$ cat config.mk
export PLATFORM = sky130hd
export DESIGN_NAME = data_block_scheduler
export DESIGN_NICKNAME = d
export VERILOG_FILES = /design/src/rtl/data_sched_pkg.sv /design/src/rtl/sched_watchdog.sv /design/src/rtl/data_block_scheduler.sv
export SDC_FILE = /design/constraint.sdc
export NUM_CORES = 1
export LEC_CHECK = 0
export BUFFER_PORTS_ARGS = -buffer_cell sky130_fd_sc_hd__buf_2
export CAP_MARGIN = 10
export CELL_PAD_IN_SITES_DETAIL_PLACEMENT = 0
export CELL_PAD_IN_SITES_GLOBAL_PLACEMENT = 2
export CORE_ASPECT_RATIO = 1.25
export CORE_UTILIZATION = 33
export DETAILED_ROUTE_END_ITERATION = 7
export GPL_TIMING_DRIVEN = 0
export PLACE_DENSITY_LB_ADDON = 0.2
export SLEW_MARGIN = 20
export SYNTH_ARGS = -nofsm -noshare
export SYNTH_HDL_FRONTEND = slang
export SYNTH_SLANG_ARGS = --single-unit
$ cat constraint.sdc
create_clock -name clk -period 3.9 [get_ports clk]
set_clock_uncertainty 0.05 [all_clocks]
set_input_delay 0.585 -clock clk [delete_from_list [all_inputs] [get_ports clk]]
set_output_delay 0.585 -clock clk [all_outputs]
set_load 0.05 [all_outputs]
$ cat src/rtl/data_sched_pkg.sv
// Shared types and defaults for the data block scheduler.
package data_sched_pkg;

  localparam int DEF_ID_W    = 4;
  localparam int DEF_DIM_W   = 8;
  localparam int DEF_TIMEOUT = 4096;
  localparam int WD_W        = $clog2(DEF_TIMEOUT + 1);

  typedef enum logic [2:0] {
    S_IDLE  = 3'd0,
    S_ISSUE = 3'd1,
    S_WAIT  = 3'd2,
    S_NEXT  = 3'd3,
    S_DONE  = 3'd4
  } sched_state_e;

endpackage

$ cat src/rtl/sched_watchdog.sv
// WAIT-phase watchdog: counts enabled cycles and flags the TIMEOUT-th one.
module sched_watchdog
  import data_sched_pkg::*;
#(
  parameter int TIMEOUT = DEF_TIMEOUT
) (
  input  logic clk,
  input  logic reset,
  input  logic clear_i,
  input  logic enable_i,
  output logic expired_o
);

  localparam int CW = $clog2(TIMEOUT + 1);

  logic [CW-1:0] count_q;

  // The count equals the number of WAIT cycles already spent, so the
  // TIMEOUT-th WAIT cycle is the one where it reads TIMEOUT-1.
  assign expired_o = (count_q == CW'(TIMEOUT - 1));

  always_ff @(posedge clk) begin
    if (!reset) begin
      count_q <= '0;
    end else if (clear_i) begin
      count_q <= '0;
    end else if (enable_i && !expired_o) begin
      count_q <= count_q + CW'(1);
    end
  end

endmodule

$ cat src/rtl/data_block_scheduler.sv
// Sweeps input IDs of one layer: waits for PE readiness, pulses input_prepare,
// waits for loop_finished, with watchdog timeout and abort.
module data_block_scheduler
  import data_sched_pkg::*;
#(
  parameter int ID_W    = DEF_ID_W,
  parameter int DIM_W   = DEF_DIM_W,
  parameter int TIMEOUT = DEF_TIMEOUT
) (
  input  logic             clk,
  input  logic             reset,
  input  logic             start_i,
  input  logic             abort_i,
  input  logic [ID_W-1:0]  num_inputs_i,
  input  logic [DIM_W-1:0] block_width_i,
  input  logic [DIM_W-1:0] block_height_i,
  input  logic             size_type_i,
  input  logic             pe_ready_i,
  input  logic             loop_finished_i,
  output logic [ID_W-1:0]  input_id_o,
  output logic             input_prepare_o,
  output logic [DIM_W-1:0] block_width_o,
  output logic [DIM_W-1:0] block_height_o,
  output logic             size_type_o,
  output logic             busy_o,
  output logic             done_o,
  output logic [ID_W:0]    ids_done_o,
  output logic             timeout_err_o,
  output logic             cfg_err_o,
  output logic [2:0]       dbg_state_o
);

  // Handshakes: pe_ready_i is a level qualifying the ISSUE cycle; input_prepare_o
  // and done_o are one-cycle registered pulses; loop_finished_i counts only in
  // WAIT cycles other than the one carrying input_prepare_o.

  sched_state_e     state_q, state_d;
  logic [ID_W-1:0]  num_q;
  logic [ID_W-1:0]  input_id_q;
  logic [DIM_W-1:0] block_width_q;
  logic [DIM_W-1:0] block_height_q;
  logic             size_type_q;
  logic             input_prepare_q;
  logic             busy_q;
  logic             done_q;
  logic [ID_W:0]    ids_done_q;
  logic             timeout_err_q;
  logic             cfg_err_q;

  logic wd_expired;
  logic start_accept;
  logic cfg_bad;
  logic finish_take;
  logic timeout_hit;
  logic id_advance;

  sched_watchdog #(
    .TIMEOUT (TIMEOUT)
  ) u_watchdog (
    .clk       (clk),
    .reset     (reset),
    .clear_i   (state_q != S_WAIT),
    .enable_i  (state_q == S_WAIT),
    .expired_o (wd_expired)
  );

  assign cfg_bad      = (block_width_i == '0) || (block_height_i == '0);
  assign start_accept = (state_q == S_IDLE) && start_i && !abort_i;
  assign finish_take  = (state_q == S_WAIT) && loop_finished_i && !input_prepare_q && !abort_i;
  assign timeout_hit  = (state_q == S_WAIT) && !finish_take && wd_expired && !abort_i;
  assign id_advance   = (state_q == S_NEXT) && (state_d == S_ISSUE);

  always_comb begin
    state_d = state_q;
    if (abort_i) begin
      state_d = S_IDLE;
    end else begin
      case (state_q)
        S_IDLE: begin
          if (start_i) begin
            if (cfg_bad || (num_inputs_i == '0)) state_d = S_DONE;
            else                                 state_d = S_ISSUE;
          end
        end
        S_ISSUE: if (pe_ready_i) state_d = S_WAIT;
        S_WAIT: begin
          if (finish_take)      state_d = S_NEXT;
          else if (wd_expired)  state_d = S_DONE;
        end
        S_NEXT: begin
          if (input_id_q == num_q - ID_W'(1)) state_d = S_DONE;
          else                                state_d = S_ISSUE;
        end
        S_DONE:  state_d = S_IDLE;
        default: state_d = S_IDLE;
      endcase
    end
  end

  always_ff @(posedge clk) begin
    if (!reset) begin
      state_q         <= S_IDLE;
      num_q           <= '0;
      input_id_q      <= '0;
      block_width_q   <= '0;
      block_height_q  <= '0;
      size_type_q     <= 1'b0;
      input_prepare_q <= 1'b0;
      busy_q          <= 1'b0;
      done_q          <= 1'b0;
      ids_done_q      <= '0;
      timeout_err_q   <= 1'b0;
      cfg_err_q       <= 1'b0;
    end else begin
      state_q         <= state_d;
      busy_q          <= (state_d != S_IDLE);
      input_prepare_q <= (state_q == S_ISSUE) && pe_ready_i && !abort_i;
      done_q          <= (state_q == S_DONE) && !abort_i;

      if (start_accept) begin
        num_q          <= num_inputs_i;
        block_width_q  <= block_width_i;
        block_height_q <= block_height_i;
        size_type_q    <= size_type_i;
        input_id_q     <= '0;
        ids_done_q     <= '0;
        timeout_err_q  <= 1'b0;
        cfg_err_q      <= cfg_bad;
      end

      if (finish_take) ids_done_q <= ids_done_q + (ID_W+1)'(1);
      if (timeout_hit) timeout_err_q <= 1'b1;
      if (id_advance)  input_id_q <= input_id_q + ID_W'(1);
    end
  end

  assign input_id_o      = input_id_q;
  assign input_prepare_o = input_prepare_q;
  assign block_width_o   = block_width_q;
  assign block_height_o  = block_height_q;
  assign size_type_o     = size_type_q;
  assign busy_o          = busy_q;
  assign done_o          = done_q;
  assign ids_done_o      = ids_done_q;
  assign timeout_err_o   = timeout_err_q;
  assign cfg_err_o       = cfg_err_q;
  assign dbg_state_o     = state_q;

endmodule

==> results of run 1 <==
[path summary, 6_finish.rpt]
| path | start | end | slack [ps] | cells past startpoint |
|---|---|---|---|---|
| max | dbg_state_o[1] | ids_done_o[3] | 1940 | 5 |
| min | ids_done_o[4] | ids_done_o[4] | 400 | 1 |
| max reg2reg | dbg_state_o[1] | ids_done_o[3] | 1940 | 5 |
| min reg2reg | ids_done_o[4] | ids_done_o[4] | 400 | 1 |
[sequential cells by signal, summed over array words and instances (netlist names)]
signal,count
done_o,1
cfg_err_o,1
timeout_err_o,1
u_watchdog.count_q,13
ids_done_o,5
busy_o,1
num_q,4
dbg_state_o,3
input_id_o,4
block_width_o,8
size_type_o,1
block_height_o,8
input_prepare_o,1
[cell type report]
type | count | area [µm²] | area share
multi-input combinational | 211 | 1284 | 0.4478
sequential | 51 | 1021 | 0.3562
timing repair buffer | 59 | 295.3 | 0.1030
tap | 90 | 112.6 | 0.03928
clock buffer | 6 | 82.58 | 0.02881
buffer | 12 | 55.05 | 0.01921
inverter | 3 | 11.26 | 0.003928
clock inverter | 1 | 5.005 | 0.001746
[per-layer routing]
metal | vias to the layer above | track usage | part of all wire
li1 | 1098 | - | -
met1 | 980 | 0.1884 | 0.44
met2 | 47 | 0.3009 | 0.50
met3 | 6 | 0.03868 | 0.045
met4 | 0 | 0.05225 | 0.012
met5 | - | 0 | 0
[worst max-delay path: cells and delay by family (launching register included)]
| family | cells | cell delay (ps) |
|---|---|---|
| AO/OA/AOI/OAI | 2 | 270 |
| flip-flops | 1 | 470 |
| AND/OR/NAND/NOR | 3 | 1060 |
[cell families after synthesis]
group	after synthesis
AND/OR/NAND/NOR	140
flip-flops	51
AO/OA/AOI/OAI	49
XOR/XNOR	16
buffers and inverters	15
adder cells (fa/ha/maj)	4
multiplexers	2
[through the flow]
| stage | utilization | setup slack (ps) | cell area [µm²] | total power [mW] |
|---|---|---|---|---|
| after floorplan | - | 1957 | 2371 | 0.6404 |
| after global placement | 0.4008 | 1699 | 2779 | 0.6820 |
| after detailed placement | 0.4008 | 1753 | 2779 | 0.6830 |
| after CTS | 0.4134 | 1919 | 2867 | 0.9974 |
| after global routing | 0.4134 | 1683 | 2867 | 1.026 |
| final | 0.4134 | 1943 | 2867 | 0.9824 |
[power breakdown]
group	leakage, nW	switching [mW]	total [mW]	internal [mW]
clock	0.0470	0.173	0.313	0.140
sequential	0.413	0.00775	0.541	0.533
combinational	0.671	0.0881	0.129	0.0406
total	1.13	0.269	0.982	0.713
[placed cells by master (no fill, tap or decap), types with 2 or more instances in the layout]
cell type and count:
nor3b_1 3, nor2b_1 4, clkbuf_1 8, nor2_1 22
inv_1 3, and2_1 2, xor2_1 3, nor4_1 9
or3_1 2, nand3b_1 4, a21boi_0 19, a21oi_1 7
buf_4 2, nand2_1 58, o31ai_1 2, a31oi_1 2
buf_2 61, o21ai_0 6, nand4b_1 2, xnor2_1 13
nand3_1 9, clkbuf_8 6, o21ai_1 2, nand2b_1 4
ha_1 4, dfxtp_1 51, nor3_1 10, mux2i_1 2
o32a_1 2, a21boi_1 4
==> summary.md, run 1 <==
| Metric | Value |
|---|---|
| Crit Path Class | register to register |
| Crit-path most repeated cell | a21oi_1 |
| Critical path fanouts, max | 9 |
| Worst slew pin tran | 746.9 ps |
| Routed WL per cell | 13.30 µm |
| DRT Wirelength | 5.759 mm |
| Routed Antenna Nets | 0 |
| Count of input and output buffers | 59 |
| Final TNS setup | 0 ps |
| Vias in the first global route | 2112 |
| Die ar. | 7530 µm² |
| Static leakage | 1.132 nW |
| Initial core utilization | 0.3419 |
| Final Max Tran Viols | 0 |
| Post-synth top area cell | dfxtp_1 |
| Synth warn | 0 |
| Seq cells post-synth | 51 |
| Worst vdd ir | 0.1547 mV |
| Top post-synthesis cells by area | dfxtp_1, nand2_1, a21boi_0 |
| Critical path launch point type | register |
| Hpwl dp | 4.363 mm |
| Relative slew slack | 0.4975 |
| DR iter-0 viols | 64 |
| Placed Cells | 426 |
| First-pass detailed-route iteration total | 4 |
| Worst hold slack | 401.6 ps |
| Fin. Hold Viols | 0 |
| Clock-pin slew on the worst setup and hold paths | 90 ps |
| Multiplexer share of the synthesized area | 0.008443 |
| CTS root buf | clkbuf_8 |
| Largest family of logic cells by synthesized area | simple AND/OR/NAND/NOR gates |
| Netlist cell types | 45 |
| TritonCTS clock tree | done |
| Avg Inst Size Synth | 8.560 µm² |
| Area share of fa/ha/maj cells after synthesis | 0.02111 |
| Compound-gate portion of the synthesized area | 0.1493 |
| Diode count | 0 |
| Finish-stage setup viols | 0 |
| Seq/Total Area, Yosys | 0.4306 |
| H-tree Lvls | 2 |
| Mapped Area | 2371 µm² |
| # resized after CTS | 0 |
| Worst-path cell chain | nand2b_1 > nor4_1 > nor2_1 > a21oi_1 > a21oi_1 |
| Core area | 6934 µm² |
| TritonCTS buffer count | 5 |
| Die H | 96.77 µm |
| Initial antenna violation count | 0 |
| Synth Instances | 277 |
| Nets@finish | 374 |
| Placer Congestion | 0.7286 |
| Asr flop ratio synth | 0 |
| Minimum clock period | 1957 ps |
| Clk sink count | 51 |
| Pwr dens | 342.7 nW/µm² |
| Synth Net Count | 308 |
| Post-synthesis simple-gate area fraction | 0.3034 |
| Dominant synthesized flop cell | dfxtp_1 |
| Post-Synth XOR/XNOR Area | 0.05910 |
| Layout cells sized above 1 | 0.2245 |
| Hold_buf cts | 0 |
| Finished Layout Cells | 433 |
| RSZ-0062 raised after global routing | false |
| Synth top area share | 0.4306 |
| Slowest cell delay on critical path | 610 ps |
| Fillers | 729 |
| Outcome | finished, final reports clean |
| Worst endpoint data arrival time | 2100 ps |
| Chip Width | 77.82 µm |
| Grt ovf | 0 |
| Clock insertion delay at the later pin of the skew report | 310 ps |
| Maximum buffer depth of the clock tree | 2 |
| Post-route DRC | 0 |
| Req. time, crit path | 4050 ps |
| Top post-synthesis cells by count | nand2_1, dfxtp_1, nor2_1 |
| Drt via density | 4.921 |
| Vias after detailed routing | 2131 |
| I/O Pins | 61 |
| Worst Setup End Kind | register |
| Most frequent cell after synthesis | nand2_1 |
| Row cnt | 34 |
| Post-CTS Setup Inserts | 0 |
| Worst-path cell with the longest stage delay | nor4_1 |
| Final Cycle Share | 0.5019 |
| Global-route wire length before repair | 9.949 mm |
| MaxCap Viol Count | 0 |
| Post-synth EDFFs | 0 |
| Worst hold path type | register to register |
| Area Overhead vs Synth | 20.90% |
| Total Routing Usage GR | 0.1660 |
| Largest net degree at the start of global routing | 15 |
| Fmax | 510.9 MHz |
(Power assumes the default switching activity.)
==> inputs of run 2 (changes only) <==
--- a/config.mk
+++ b/config.mk
@@ -10,7 +10,7 @@
 export CELL_PAD_IN_SITES_DETAIL_PLACEMENT = 0
 export CELL_PAD_IN_SITES_GLOBAL_PLACEMENT = 2
 export CORE_ASPECT_RATIO = 1.25
-export CORE_UTILIZATION = 33
+export CORE_UTILIZATION = 27
 export DETAILED_ROUTE_END_ITERATION = 7
 export GPL_TIMING_DRIVEN = 0
 export PLACE_DENSITY_LB_ADDON = 0.2
==> constraint.sdc (replaced) <==
create_clock -name clk -period 1.7 [get_ports clk]
set_clock_uncertainty 0.05 [all_clocks]
set_input_delay 0.255 -clock clk [delete_from_list [all_inputs] [get_ports clk]]
set_output_delay 0.255 -clock clk [all_outputs]
set_load 0.05 [all_outputs]
==> run 2 against run 1 <==
  * Sequential cell count stayed put
  * Combinational power grew to 2.6 times the previous value
  * First-iteration DRC count is 22% lower
  * Critical endpoint is now u_watchdog.count_q[4]
  * Routed wire length is 7.4% higher
  * Clock-buffer cell count stayed put
  * Largest cell class unchanged
  * Cell area is 12% higher
  * Global-route usage is 2.4 points lower
  * Sequential power is 130% higher
==> summary.md, run 2 (same netlist as run 1, synthesis figures left out) <==
| Metric | Value |
|---|---|
| Largest net degree at the start of global routing | 16 |
| Initial core utilization | 0.2830 |
| Worst setup margin | 41.98 ps |
| Worst hold path type | input pin to register |
| Vias after detailed routing | 2177 |
| Row cnt | 37 |
| Placer Congestion | 0.6912 |
| Area Overhead vs Synth | 35.25% |
| Placed Cells | 453 |
| Routed WL per cell | 13.16 µm |
| Worst vdd ir | 0.3365 mV |
| Hold_buf cts | 0 |
| TritonCTS buffer count | 5 |
| Maximum buffer depth of the clock tree | 2 |
| Die ar. | 9162 µm² |
| Finished Layout Cells | 470 |
| Final Max Tran Viols | 0 |
| Routed Antenna Nets | 0 |
| RSZ-0062 raised after global routing | true |
| Relative slew slack | 0.5877 |
| Grt ovf | 0 |
| Most frequent cells in the layout | buf_2, nand2_1, dfxtp_1 |
| I/O Pins | 61 |
| Crit Path Class | register to register |
| Clk sink count | 51 |
| Final Cycle Share | 0.9753 |
| Total Power | 2.469 mW |
| Worst slew pin tran | 612.8 ps |
| Minimum clock period | 1658 ps |
| Count of input and output buffers | 59 |
| Finish-stage setup viols | 0 |
| Final Core Density | 0.3827 |
| Max reg flops | 13 |
| Static leakage | 1.249 nW |
| Req. time, crit path | 1880 ps |
| DRT Wirelength | 6.184 mm |
| Slowest cell delay on critical path | 450 ps |
| Final TNS setup | 0 ps |
| Hpwl dp | 4.532 mm |
| Clock-pin slew on the worst setup and hold paths | 100 ps |
| Total Routing Usage GR | 0.1421 |
| Vias in the first global route | 2134 |
| Critical path fanouts, max | 10 |
| Outcome | finished, final reports clean |
| Critical path launch point type | register |
| DR iter-0 viols | 50 |
| Clock insertion delay at the later pin of the skew report | 310 ps |
| Global-route wire length before repair | 10.25 mm |
| Reg with most FFs | u_watchdog.count_q |
| Nets@finish | 383 |
| Most common cell after layout, fill and taps aside | buf_2 |
| Drt via density | 4.632 |
| Fin. Hold Viols | 0 |
| Fmax | 603.1 MHz |
| Worst endpoint data arrival time | 1840 ps |
| TritonCTS clock tree | done |
| Layout cells sized above 1 | 0.3541 |
| Worst-path cell chain | buf_2 > or3_4 > or3_1 > a21oi_1 |
| Pre-CTS setup slack | -282.9 ps |
| Chip Width | 85.82 µm |
| Diode count | 0 |
| Core area | 8379 µm² |
| Worst Setup End Kind | register |
| H-tree Lvls | 2 |
| Die H | 106.8 µm |
| CTS root buf | clkbuf_8 |
| MaxCap Viol Count | 0 |
| Pwr dens | 769.8 nW/µm² |
| Post-route DRC | 0 |
| Worst-path cell with the longest stage delay | or3_4 |
| Initial antenna violation count | 0 |
| First-pass detailed-route iteration total | 4 |
[run 2: cell count changes in the layout (fill, tap and decap cells not counted), moves of 3 or more]
cell	delta
dfxtp_1	-13
buf_4	+6
xnor2_1	-3
clkbuf_2	+3
a21boi_1	+11
nor3_1	-4
nor3_2	+4
a21boi_0	-11
dfxtp_2	+11
clkbuf_1	-3
xnor2_2	+3
[run 2: cell type report]
type	instances	area [µm²]
Inverter	3	11.26
Multi-Input combinational cell	211	1448
Timing Repair Buffer	68	375.4
Clock buffer	6	82.58
Clock inverter	2	35.03
Buffer	12	66.31
Tap cell	117	146.4
Fill cell	900	5172
Sequential cell	51	1042
[run 2: path summary, 6_finish.rpt]
path	start	to	slack (ps)	cells past startpoint
max reg2reg	dbg_state_o[2]	u_watchdog.count_q[4]	40	4
min	size_type_i	size_type_o	120	3
max	dbg_state_o[2]	u_watchdog.count_q[4]	40	4
min reg2reg	block_width_o[6]	block_width_o[6]	400	2
[run 2: report_power, final]
| group | switching, mW | internal (mW) |
|---|---|---|
| Combinational | 0.218 | 0.123 |
| Clock | 0.410 | 0.477 |
| Sequential | 0.0188 | 1.22 |
[run 2: stage by stage]
step | cell area, µm² | hold slack, ps
global route | 3207 | 134.1
global placement | 2838 | 390.2
detailed placement | 2838 | 395.7
finish | 3207 | 124.3
floorplan | 2396 | 339.8
CTS | 3077 | 127.2
[run 2: critical path, delay by kind of cell, from the launching register on]
kind	cells	cell delay, ps
AND/OR/NAND/NOR	2	810
flip-flops	1	370
buffers and inverters	1	210
AO/OA/AOI/OAI	1	140
[run 2: what timing repair did]
item / 4_1_cts / 5_1_grt
resized for setup: 19 / 33
cloned: 0 / 1
pin swaps: 4 / 6
buffers inserted: 3 / 5
setup endpoints to repair: 45 / 41
[run 2: metal layers]
| layer | GRT usage | up-vias | routed length [µm] |
|---|---|---|---|
| li1 | - | 1112 | - |
| met1 | 0.1718 | 1014 | 2734 |
| met2 | 0.2480 | 45 | 3124 |
| met3 | 0.03618 | 6 | 246 |
| met4 | 0.03929 | 0 | 79 |
| met5 | 0 | - | 0 |
